--- src/rtl/vga_timing_gen_if.sv ---
// Raster timing bundle between vga_timing_gen and the pixel/colour pipeline.
// oFrameCount is carried only when VGA_TIMING_FRAME_COUNT_EN is defined.
interface vga_timing_gen_if #(
  parameter int CNT_W = 12
);
  logic             iEn;
  logic             oPixelTick;
  logic             oHSync;
  logic             oVSync;
  logic             oVideoOn;
  logic             oLineStart;
  logic             oFrameStart;
  logic [CNT_W-1:0] oPixelX;
  logic [CNT_W-1:0] oPixelY;
`ifdef VGA_TIMING_FRAME_COUNT_EN
  logic [15:0]      oFrameCount;

  modport master (
    input  iEn,
    output oPixelTick, oHSync, oVSync, oVideoOn, oLineStart, oFrameStart,
           oPixelX, oPixelY, oFrameCount
  );
  modport slave (
    output iEn,
    input  oPixelTick, oHSync, oVSync, oVideoOn, oLineStart, oFrameStart,
           oPixelX, oPixelY, oFrameCount
  );
`else
  modport master (
    input  iEn,
    output oPixelTick, oHSync, oVSync, oVideoOn, oLineStart, oFrameStart,
           oPixelX, oPixelY
  );
  modport slave (
    output iEn,
    input  oPixelTick, oHSync, oVSync, oVideoOn, oLineStart, oFrameStart,
           oPixelX, oPixelY
  );
`endif
endinterface

--- src/rtl/vga_timing_gen.sv ---
// Parametrised VGA raster timing generator: pixel-rate divider, H/V counters,
// registered sync/video decode. Optional frame counter: VGA_TIMING_FRAME_COUNT_EN.
module vga_timing_gen #(
  parameter int CLK_DIV  = 2,
  parameter int H_ACTIVE = 640,
  parameter int H_FRONT  = 16,
  parameter int H_SYNC   = 96,
  parameter int H_BACK   = 48,
  parameter int V_ACTIVE = 480,
  parameter int V_FRONT  = 10,
  parameter int V_SYNC   = 2,
  parameter int V_BACK   = 33,
  parameter bit HS_POL   = 1'b0,
  parameter bit VS_POL   = 1'b0,
  parameter int CNT_W    = 12
) (
  input logic               iClk,
  input logic               iRst,
  vga_timing_gen_if.master  bus
);

  localparam int H_TOTAL  = H_ACTIVE + H_FRONT + H_SYNC + H_BACK;
  localparam int V_TOTAL  = V_ACTIVE + V_FRONT + V_SYNC + V_BACK;
  localparam int HS_START = H_ACTIVE + H_FRONT;
  localparam int HS_END   = HS_START + H_SYNC - 1;
  localparam int VS_START = V_ACTIVE + V_FRONT;
  localparam int VS_END   = VS_START + V_SYNC - 1;
  localparam int DIV_W    = (CLK_DIV > 1) ? $clog2(CLK_DIV) : 1;

  if (H_ACTIVE < 1 || H_FRONT < 1 || H_SYNC < 1 || H_BACK < 1 ||
      V_ACTIVE < 1 || V_FRONT < 1 || V_SYNC < 1 || V_BACK < 1) begin : g_err_len
    $error("vga_timing_gen: every porch/sync/active length must be non-zero");
  end
  if (CLK_DIV < 1) begin : g_err_div
    $error("vga_timing_gen: CLK_DIV must be at least 1");
  end
  if ((longint'(1) << CNT_W) < longint'(H_TOTAL) ||
      (longint'(1) << CNT_W) < longint'(V_TOTAL)) begin : g_err_w
    $error("vga_timing_gen: CNT_W too narrow for H_TOTAL/V_TOTAL");
  end

  logic [DIV_W-1:0] div_q, div_d;
  logic [CNT_W-1:0] x_q, x_d, y_q, y_d;
  logic             hs_q, hs_d, vs_q, vs_d, vid_q, vid_d;
  logic             div_last, x_last, y_last, tick;

  assign div_last = (div_q == DIV_W'(CLK_DIV - 1));
  assign x_last   = (x_q == CNT_W'(H_TOTAL - 1));
  assign y_last   = (y_q == CNT_W'(V_TOTAL - 1));
  // Reset wins over enable so no strobe leaks out while iRst is high.
  assign tick     = bus.iEn && !iRst && div_last;

  // Decode is taken from the next-state counters so the registered
  // sync/video bits land on the same edge as the counter they describe.
  always_comb begin
    div_d = div_q;
    x_d   = x_q;
    y_d   = y_q;
    if (bus.iEn) begin
      div_d = div_last ? '0 : div_q + DIV_W'(1);
      if (div_last) begin
        x_d = x_last ? '0 : x_q + CNT_W'(1);
        if (x_last) y_d = y_last ? '0 : y_q + CNT_W'(1);
      end
    end
    hs_d  = ((x_d >= CNT_W'(HS_START)) && (x_d <= CNT_W'(HS_END))) ? HS_POL : ~HS_POL;
    vs_d  = ((y_d >= CNT_W'(VS_START)) && (y_d <= CNT_W'(VS_END))) ? VS_POL : ~VS_POL;
    vid_d = (x_d < CNT_W'(H_ACTIVE)) && (y_d < CNT_W'(V_ACTIVE));
  end

  always_ff @(posedge iClk) begin
    if (iRst) begin
      div_q <= '0;
      x_q   <= '0;
      y_q   <= '0;
      hs_q  <= ~HS_POL;
      vs_q  <= ~VS_POL;
      vid_q <= 1'b0;
    end else if (bus.iEn) begin
      div_q <= div_d;
      x_q   <= x_d;
      y_q   <= y_d;
      hs_q  <= hs_d;
      vs_q  <= vs_d;
      vid_q <= vid_d;
    end
  end

  assign bus.oPixelTick  = tick;
  assign bus.oLineStart  = tick && (x_q == '0);
  assign bus.oFrameStart = tick && (x_q == '0) && (y_q == '0);
  assign bus.oHSync      = hs_q;
  assign bus.oVSync      = vs_q;
  assign bus.oVideoOn    = vid_q;
  assign bus.oPixelX     = x_q;
  assign bus.oPixelY     = y_q;

`ifdef VGA_TIMING_FRAME_COUNT_EN
  logic [15:0] fc_q;
  logic        frame_end;

  assign frame_end = bus.iEn && div_last && x_last && y_last;

  always_ff @(posedge iClk) begin
    if (iRst)         fc_q <= '0;
    else if (bus.iEn) fc_q <= fc_q + {15'd0, frame_end};
  end

  assign bus.oFrameCount = fc_q;
`endif

endmodule
--- src/flat_wrapper.sv ---
// flat-port wrapper written by rule: the top's interface ports become plain ports
module vga_timing_gen_flat 
#(
  parameter int CLK_DIV  = 2,
  parameter int H_ACTIVE = 640,
  parameter int H_FRONT  = 16,
  parameter int H_SYNC   = 96,
  parameter int H_BACK   = 48,
  parameter int V_ACTIVE = 480,
  parameter int V_FRONT  = 10,
  parameter int V_SYNC   = 2,
  parameter int V_BACK   = 33,
  parameter bit HS_POL   = 1'b0,
  parameter bit VS_POL   = 1'b0,
  parameter int CNT_W    = 12
)
  (iClk, iRst, bus_iEn, bus_oPixelTick, bus_oHSync, bus_oVSync, bus_oVideoOn, bus_oLineStart, bus_oFrameStart, bus_oPixelX, bus_oPixelY);
  vga_timing_gen_if #(.CNT_W(CNT_W)) bus_i ();
  input logic iClk;
  input logic iRst;
  input wire logic [$bits(bus_i.iEn)-1:0] bus_iEn;
  output wire logic [$bits(bus_i.oPixelTick)-1:0] bus_oPixelTick;
  output wire logic [$bits(bus_i.oHSync)-1:0] bus_oHSync;
  output wire logic [$bits(bus_i.oVSync)-1:0] bus_oVSync;
  output wire logic [$bits(bus_i.oVideoOn)-1:0] bus_oVideoOn;
  output wire logic [$bits(bus_i.oLineStart)-1:0] bus_oLineStart;
  output wire logic [$bits(bus_i.oFrameStart)-1:0] bus_oFrameStart;
  output wire logic [$bits(bus_i.oPixelX)-1:0] bus_oPixelX;
  output wire logic [$bits(bus_i.oPixelY)-1:0] bus_oPixelY;
  assign bus_i.iEn = bus_iEn;
  assign bus_oPixelTick = bus_i.oPixelTick;
  assign bus_oHSync = bus_i.oHSync;
  assign bus_oVSync = bus_i.oVSync;
  assign bus_oVideoOn = bus_i.oVideoOn;
  assign bus_oLineStart = bus_i.oLineStart;
  assign bus_oFrameStart = bus_i.oFrameStart;
  assign bus_oPixelX = bus_i.oPixelX;
  assign bus_oPixelY = bus_i.oPixelY;
  vga_timing_gen #(.CLK_DIV(CLK_DIV), .H_ACTIVE(H_ACTIVE), .H_FRONT(H_FRONT), .H_SYNC(H_SYNC), .H_BACK(H_BACK), .V_ACTIVE(V_ACTIVE), .V_FRONT(V_FRONT), .V_SYNC(V_SYNC), .V_BACK(V_BACK), .HS_POL(HS_POL), .VS_POL(VS_POL), .CNT_W(CNT_W)) u_core (.iClk(iClk), .iRst(iRst), .bus(bus_i));
endmodule
--- config.mk ---
export PLATFORM = sky130hd
export DESIGN_NAME = vga_timing_gen_flat
export DESIGN_NICKNAME = d
export VERILOG_FILES = /design/src/rtl/vga_timing_gen_if.sv /design/src/rtl/vga_timing_gen.sv /design/src/flat_wrapper.sv
export SDC_FILE = /design/constraint.sdc
export NUM_CORES = 1
export LEC_CHECK = 0
export CAP_MARGIN = 15
export CORE_MARGIN = 4
export CORE_UTILIZATION = 46
export CTS_CLUSTER_SIZE = 24
export DETAILED_ROUTE_END_ITERATION = 12
export PLACE_DENSITY_LB_ADDON = 0.08
export SLEW_MARGIN = 20
export SYNTH_ARGS = -nofsm -noshare
export SYNTH_HDL_FRONTEND = slang
export SYNTH_SLANG_ARGS = --single-unit
--- constraint.sdc ---
create_clock -name iClk -period 2.24 [get_ports iClk]
set_clock_uncertainty 0.1 [all_clocks]
set_input_delay 0.336 -clock iClk [delete_from_list [all_inputs] [get_ports iClk]]
set_output_delay 0.336 -clock iClk [all_outputs]
set_load 0.005 [all_outputs]
==> flow_summary.yaml <==
critical_path:
  slowest_delay_ns: 0.56
  crit_family: "simple AND/OR/NAND/NOR gates"
  critPathBufInv: 2
  critPathLaunchType: "register"
  path_class: "reg -> out"
  critPathMaxFanout: 2
  cp_data_required_time_ns: 1.80
  path_cells: "or4_4 > nor2_8 > nand4b_1 > nor3_2 > buf_4 > and3_4 > buf_6"
  slowest_stage: "or4_4"
  cp_data_arrival_time_ns: 1.95
  endpoint_kind: "output pin"
logic_synthesis:
  synth_cell_type_count: 40
  synth_nets: 220
  ys_seq_area_share_pct: 32.9
  synth.avg_cell_area_um2: 8.00
  synth-seq-cells: 28
  synth_edf_count: 0
  yosys_warnings: 0
  ys_async_sr_fraction_pct: 0
  syn_area_um2: 1700
  syn_inst: 213
  synth_ff_type: "dfxtp_1"
timing:
  period_share_pct: 106
  rsz0062_at_grt: "true"
  period_minus_slack_ns: 2.38
  worst_pin_slew_ns: 0.355
  setup_ws_ns: -0.144
  drv_slew: 0
  setup_viol: 2
  tns_ns: -0.164
  hold_violations: 0
  slew_headroom_pct: 76.1
  fmax_mhz: 419
final_layout:
  area_growth_pct: 47.3
  antenna_cells: 0
  fin_nets: 290
  drive_above_1_share_pct: 27.7
  final_util_pct: 72.4
  fin_area_um2: 2510
power_and_ir_drop:
  switching_power_mw: 0.199
  power_density_nw_per_um2: 355
  seqPwrFrac_pct: 57.2
  p_int_mw: 0.692
  power_frac_comb_pct: 7.0
  clockPowerShare_pct: 35.8
  p_total_mw: 0.891
  netSwitchingFraction_pct: 22.4
  p_leak_nw: 0.916
  peakVddDrop_uv: 262
detailed_routing:
  num_vias: 1885
  drc: 0
  wirelength_um: 5150
  wire_per_inst_um: 15.7
  ant_nets: 0
  routed_via_density: 5.75
  firstDrtPassIters: 5
  drt_iter0_drc: 118
cts:
  cts_tree: "done"
  h-tree-depth: 1
  cts_sinks: 28
  insertion_delay_ns: 0.28
  clock_tree.root_cell: "clkbuf_8"
  cts_buffers: 3
  clkTransAtPathRegs_ns: 0.10
  ctsLongestPathBuffers: 2
  cts_hold_buf: 0
floorplan:
  die_area_um2: 4740
  die_y_um: 68.9
  core_um2: 3470
  ios: 33
  die_x_um: 68.9
  start_util_pct: 49.1
  rows: 21
status:
  violations: "setup timing"
  status: "finished with violations"
worst_hold_path:
  worstHoldPathType: "reg -> reg"
global_routing:
  grt_usage_pct: 23.9
  grt_max_degree: 22
  overflow: 0
  grt_pass1_vias: 1896
  grt_pass1_wl_um: 8580
  antenna_found_initial: 0
place:
  hpwl_um: 3750
  gp_congestion: 0.902
  io_buffers: 32
  placed_area_um2: 2330
run:
  maxCapViolations: 0
[routing by layer]
layer	part of all wire (%)	up-vias	global-route usage [%]
met5	0	-	0
met4	3.3	0	11.2
met3	3.9	18	3.89
met2	51	70	41.5
met1	42	900	28.6
li1	-	897	-
[flip-flops by register name, summed over array words and instances, names as in the netlist]
name                 count
u_core.bus.oPixelX      12
u_core.bus.oVSync        1
u_core.bus.oPixelY      12
u_core.div_last          1
u_core.bus.oVideoOn      1
u_core.bus.oHSync        1
[cell families (layout without fill, tap and decap cells)]
family	after synthesis	in the layout	share of synthesized area, %
XOR/XNOR	24	24	12.3
buffers and inverters	20	89	5.07
multiplexers	1	1	0.661
AND/OR/NAND/NOR	110	110	35.6
adder cells (fa/ha/maj)	4	4	2.94
flip-flops	28	28	32.9
AO/OA/AOI/OAI	26	26	10.5
[repair_timing]
action / CTS / global route
setup endpoints to repair: 4 / 13
resized for setup: 22 / 11
gates cloned: 0 / 0
pin swaps: 11 / 9
setup buffers: 10 / 0
[per-stage QoR]
stage / hold slack (ns) / setup slack (ns) / std cells
6_report: 0.440 / -0.144 / 328
5_1_grt: 0.485 / -0.236 / 328
4_1_cts: 0.444 / -0.219 / 330
3_5_place_dp: 0.411 / -0.356 / 318
3_3_place_gp: 0.388 / -0.264 / 318
2_1_floorplan: 0.321 / 0.0000704 / 213
[cell usage after synthesis (2+ instances only)]
library cell	instances	area (um2)
a21boi_0	2	15.0
a21o_1	2	15.0
a21oi_1	6	30.0
a311oi_1	2	17.5
a31o_2	3	26.3
a31oi_1	3	18.8
and3_1	4	25.0
and4_1	3	26.3
buf_2	3	15.0
clkbuf_1	7	26.3
dfxtp_1	28	561
ha_1	4	50.1
inv_1	8	30.0
nand2_1	16	60.1
nand3_1	16	80.1
nand4_1	8	50.1
nand4b_1	3	26.3
nor2_1	26	97.6
nor3_1	18	90.1
nor3_2	2	20.0
nor4_1	5	31.3
o21ai_0	4	20.0
xnor2_1	16	140
xor2_1	8	70.1
[power by group through the flow]
stage                     clock [mW]  combinational, mW  sequential [mW]
final                          0.319             0.0626            0.510
after global placement             0             0.0563            0.521
after floorplan                    0             0.0297            0.518
after global routing           0.357             0.0690            0.511
after detailed placement           0             0.0570            0.521
after CTS                      0.326             0.0596            0.510
[placed cells by master (no fill, tap or decap), types with 4 or more instances in the layout]
master and count:
a21oi_1 5, buf_4 44, clkbuf_8 4, clkdlybuf4s50_1 29
dfxtp_1 25, ha_1 4, inv_1 8, nand2_1 14
nand3_1 16, nand4_1 8, nor2_1 25, nor3_1 17
xnor2_1 16, xor2_1 7
[worst register-to-register path, delay by kind of cell, from the launching register on]
kind                   cells  cell delay, ns
AND/OR/NAND/NOR            5            1.37
AO/OA/AOI/OAI              1            0.18
buffers and inverters      1            0.17
flip-flops                 1            0.33
[cell type report]
cell class	count	area [um2]
tap	46	57.6
sequential	28	564
multi-input combinational	165	1140
fill	304	958
clock buffer	4	55.1
timing repair buffer	77	663
inverter	8	30.0
[worst paths after layout]
check | endpoint | depth (start not counted) | from | slack, ns
max | bus_oFrameStart | 7 | u_core.bus.oPixelX[7]$_SDFFE_PP0P_ | -0.14
min | u_core.bus.oPixelX[1]$_SDFFE_PP0P_ | 2 | u_core.bus.oPixelX[1]$_SDFFE_PP0P_ | 0.44
max reg2reg | u_core.bus.oHSync$_SDFFE_PP1P_ | 7 | u_core.bus.oPixelX[7]$_SDFFE_PP0P_ | -0.02
min reg2reg | u_core.bus.oPixelX[1]$_SDFFE_PP0P_ | 2 | u_core.bus.oPixelX[1]$_SDFFE_PP0P_ | 0.44
Power figures use the tool's default switching activity.
